### src/rtl/serial_sub_pkg.sv
// Shared types and helpers for the bit-serial subtractor controller.
package serial_sub_pkg;

    typedef enum logic [1:0] {IDLE, RUN, DONE} sub_state_t;

    // Bit-counter width; kept at least 1 so the counter is never zero-width.
    function automatic int unsigned cnt_width(input int unsigned width);
        return (width > 1) ? $clog2(width) : 1;
    endfunction

endpackage

### src/rtl/sub_bit_cell.sv
// Combinational 1-bit full subtractor: x - y - bin.
module sub_bit_cell (
    input  logic x,
    input  logic y,
    input  logic bin,
    output logic diff,
    output logic bout
);

    assign diff = x ^ y ^ bin;
    assign bout = (~x & y) | (~(x ^ y) & bin);

endmodule

### src/rtl/serial_sub_ctrl.sv
// Bit-serial subtractor: computes a - b - bin LSB first with one shared
// full-subtractor cell, one bit per cycle.
module serial_sub_ctrl
    import serial_sub_pkg::*;
#(
    parameter int unsigned WIDTH = 8
) (
    input  logic             clk,
    input  logic             rst,
    input  logic             start,
    input  logic [WIDTH-1:0] a,
    input  logic [WIDTH-1:0] b,
    input  logic             bin,
    output logic             busy,
    output logic             done,
    output logic [WIDTH-1:0] diff,
    output logic             bout
);

    localparam int unsigned CW = cnt_width(WIDTH);
    localparam logic [CW-1:0] LAST = CW'(WIDTH - 1);

    sub_state_t       state;
    logic [WIDTH-1:0] sa;
    logic [WIDTH-1:0] sb;
    logic [WIDTH-1:0] sd;
    logic             borrow;
    logic [CW-1:0]    cnt;
    logic             cell_diff;
    logic             cell_bout;
    logic [WIDTH-1:0] sd_next;

    sub_bit_cell u_cell (
        .x    (sa[0]),
        .y    (sb[0]),
        .bin  (borrow),
        .diff (cell_diff),
        .bout (cell_bout)
    );

    assign sd_next = {cell_diff, sd[WIDTH-1:1]};

    always_ff @(posedge clk) begin
        if (rst) begin
            state  <= IDLE;
            sa     <= '0;
            sb     <= '0;
            sd     <= '0;
            borrow <= 1'b0;
            cnt    <= '0;
            busy   <= 1'b0;
            done   <= 1'b0;
            diff   <= '0;
            bout   <= 1'b0;
        end else begin
            done <= 1'b0;
            unique case (state)
                IDLE: begin
                    if (start) begin
                        sa     <= a;
                        sb     <= b;
                        borrow <= bin;
                        cnt    <= '0;
                        busy   <= 1'b1;
                        state  <= RUN;
                    end
                end
                RUN: begin
                    sa     <= sa >> 1;
                    sb     <= sb >> 1;
                    sd     <= sd_next;
                    borrow <= cell_bout;
                    if (cnt == LAST) begin
                        // Last bit: publish the completed result with the final borrow.
                        diff  <= sd_next;
                        bout  <= cell_bout;
                        done  <= 1'b1;
                        state <= DONE;
                    end else begin
                        cnt <= cnt + CW'(1);
                    end
                end
                DONE: begin
                    busy  <= 1'b0;
                    state <= IDLE;
                end
                default: state <= IDLE;
            endcase
        end
    end

endmodule

### config.mk
export PLATFORM = sky130hd
export DESIGN_NAME = serial_sub_ctrl
export DESIGN_NICKNAME = d
export VERILOG_FILES = /design/src/rtl/serial_sub_pkg.sv /design/src/rtl/sub_bit_cell.sv /design/src/rtl/serial_sub_ctrl.sv
export SDC_FILE = /design/constraint.sdc
export NUM_CORES = 1
export LEC_CHECK = 0
export CELL_PAD_IN_SITES_DETAIL_PLACEMENT = 1
export CELL_PAD_IN_SITES_GLOBAL_PLACEMENT = 1
export CORE_MARGIN = 10
export CORE_UTILIZATION = 39
export DETAILED_ROUTE_END_ITERATION = 16
export PLACE_DENSITY_LB_ADDON = 0.1
export SLEW_MARGIN = 20
export SYNTH_ARGS = -nofsm -noshare
export SYNTH_HDL_FRONTEND = slang
export SYNTH_SLANG_ARGS = --single-unit
### constraint.sdc
create_clock -name clk -period 1.9 [get_ports clk]
set_input_delay 0.38 -clock clk [delete_from_list [all_inputs] [get_ports clk]]
set_output_delay 0.38 -clock clk [all_outputs]
set_load 0.02 [all_outputs]
==> results.sh <==
export IMPL_ys_ff_latch=40
export IMPL_cts_resized_gates=0
export IMPL_required_ns=1.52
export IMPL_fin_crit_sh=0.8701
export IMPL_coreArea_um2=4115
export IMPL_drtIter0Drc=74
export IMPL_holdBufCountCts=0
export IMPL_synth_compound_area_frac=0.1561
export IMPL_grt_total_usage=0.1139
export IMPL_power_per_cell_area_nw_per_um2=861.0
export IMPL_syn_area_um2=1699
export IMPL_drc=0
export IMPL_via_count=1326
export IMPL_path_cells="clkdlybuf4s50_1"
export IMPL_synthSimpleGateAreaFrac=0.1458
export IMPL_p_leak_uw=0.0007847
export IMPL_clock_path_buffers=2
export IMPL_dpl_hpwl_um=2895
export IMPL_final_common_cell="dfxtp_1"
export IMPL_root_buffer="clkbuf_8"
export IMPL_grt_start_max_net_pins=41
export IMPL_fmax_mhz=604.9
export IMPL_status="finished, final reports clean"
export IMPL_crit_family="buffers and inverters"
export IMPL_rsz0062_at_grt="false"
export IMPL_syn_nets=200
export IMPL_path_buf_inv=1
export IMPL_critical_path_class="flip-flop to primary output"
export IMPL_numCtsBuffers=5
export IMPL_final_cell_mix="dfxtp_1, clkdlybuf4s50_1, nor2_1"
export IMPL_synth_area_per_cell_um2=9.600
export IMPL_ir_drop_uv=315.8
export IMPL_ios=31
export IMPL_placed_cells=247
export IMPL_synthAdderAreaFrac=0.02651
export IMPL_cp_max_fo=2
export IMPL_tritoncts="yes"
export IMPL_ys_seq_area_frac=0.4713
export IMPL_hold_viol=0
export IMPL_crit_slowest_cell="clkdlybuf4s50_1"
export IMPL_die_h_um=86.01
export IMPL_setup_viol=0
export IMPL_worst_hold_path_type="flip-flop to flip-flop"
export IMPL_fin_cells=255
export IMPL_syn_inst=177
export IMPL_via_per_inst=5.200
export IMPL_numPortBuffers=30
export IMPL_synth_mux_area_frac=0.1237
export IMPL_wire_per_inst_um=15.82
export IMPL_synth_cell_type_count=25
export IMPL_drive_gt1_frac=0.07805
export IMPL_grt_pass1_wl_um=6934
export IMPL_max_slew_margin=0.6880
export IMPL_cts_setup_buffers=0
export IMPL_nets=227
export IMPL_finalMaxSlewViolations=0
export IMPL_drt_pass1_iterations=4
export IMPL_final_antenna_net_count=0
export IMPL_totalWireLength_um=4034
export IMPL_grt_pass1_vias=1449
export IMPL_worst_endpoint_arrival_ns=1.27
export IMPL_fp_dieW_um=86.01
export IMPL_synth_largest_area_cell="dfxtp_1"
export IMPL_gr_total_overflow=0
export IMPL_area_delta_synth_final_pct=24.37
export IMPL_end_kind="primary output"
export IMPL_path_clk_slew_ns=0.09
export IMPL_yosysWarnings=0
export IMPL_antenna_found_initial=0
export IMPL_cts_max_level=2
export IMPL_clock_skew_ns=0.01071
export IMPL_dieArea_um2=7397
export IMPL_initial_core_util=0.4129
export IMPL_insertedDiodeCount=0
export IMPL_place_gp_congestion=0.7080
export IMPL_startpoint_type="flip-flop"
export IMPL_yosys_top_cells_area="dfxtp_1, mux2i_1, a211oi_1"
export IMPL_clk_latency_ns=0.30
export IMPL_synth_top_family_by_area="compound AO/OA/AOI/OAI gates"
export IMPL_clock_sinks=40
export IMPL_synth_top_area_frac=0.4713
export IMPL_worst_path_largest_cell_delay_ns=0.62
export IMPL_tightest_slew_ns=0.4669
export IMPL_max_cap_violations=0
export IMPL_setup_tns_ns=0
export IMPL_finalCriticalPeriod_ns=1.653
export IMPL_synth_xor_area_frac=0
export IMPL_num_rows=23
[path summary, 6_finish.rpt]
kind / slack [ns] / cells past startpoint / to / start
worst min-delay path: 0.46 / 2 / diff[7]$_SDFFE_PP0P_ / diff[7]$_SDFFE_PP0P_
worst min register to register: 0.46 / 2 / diff[7]$_SDFFE_PP0P_ / diff[7]$_SDFFE_PP0P_
worst max-delay path: 0.25 / 1 / bout / bout$_SDFFE_PP0P_
worst max register to register: 0.30 / 5 / diff[1]$_SDFFE_PP0P_ / cnt[0]$_SDFFE_PP0P_
[synthesized netlist by cell type, drive strengths merged]
| cell type | instances |
|---|---|
| mux2i | 21 |
| nand3b | 1 |
| o21ai | 2 |
| a211oi | 17 |
| clkbuf | 5 |
| inv | 4 |
| nand4 | 2 |
| a31oi | 3 |
| dfxtp | 40 |
| a311oi | 1 |
| ha | 2 |
| a21oi | 14 |
| nand3 | 12 |
| nor4b | 1 |
| nand2 | 11 |
| o21ba | 1 |
| fa | 1 |
| buf | 10 |
| o21bai | 1 |
| nor2b | 2 |
| nor2 | 26 |
[worst register-to-register path: stages, from the launching register on]
cell,delay [ns]
dfxtp_1,0.39
ha_1,0.17
ha_1,0.28
nand3b_1,0.38
nand2_1,0.19
a21oi_1,0.08
[report_power, final]
| group | switching [uW] | internal, uW | leakage, uW | total (uW) |
|---|---|---|---|---|
| registers | 22.9 | 877 | 0.000327 | 900 |
| clock network | 315 | 396 | 0.0000583 | 711 |
| logic | 102 | 106 | 0.000399 | 209 |
[routing by layer]
metal,track usage,up-vias,routed length [um]
met2,0.1968,20,1990
li1,-,678,-
met3,0.04730,6,247
met4,0.04042,0,51
met5,0,-,0
met1,0.1212,622,1744
[logic make-up (layout without fill, tap and decap cells)]
family / after synthesis / after routing
and+or+nand+nor: 55 / 55
DFF: 40 / 40
AOI/OAI and AO/OA: 39 / 39
muxes: 21 / 21
buffers and inverters: 19 / 47
adders and majority gates: 3 / 3
[state kept, by name, indices dropped and copies added, names as in the netlist]
| signal | count |
|---|---|
| borrow | 1 |
| bout | 1 |
| busy | 1 |
| cnt | 3 |
| diff | 8 |
| done | 1 |
| sa | 8 |
| sb | 8 |
| sd | 7 |
| state | 2 |
[per-stage QoR]
step	util	setup WS, ns	power, uW	area (um^2)	hold slack, ns
after floorplan	-	0.5031	1063	1699	0.4429
after global placement	0.4853	0.3185	1117	1997	0.4434
after global routing	0.5135	0.1643	1911	2113	0.4922
after detailed placement	0.4853	0.2241	1130	1997	0.4568
final	0.5135	0.2469	1820	2113	0.4645
after CTS	0.5135	0.2166	1838	2113	0.4696
[cell type report]
class                      count  area [um^2]
clock buffer                   5        68.82
clock inverter                 3        47.55
fill                         461         2002
inverter                       4        15.01
multi-input combinational    118        768.2
sequential                    40        800.8
tap                           50        62.56
timing repair buffer          35        350.3
(Power assumes the default switching activity.)
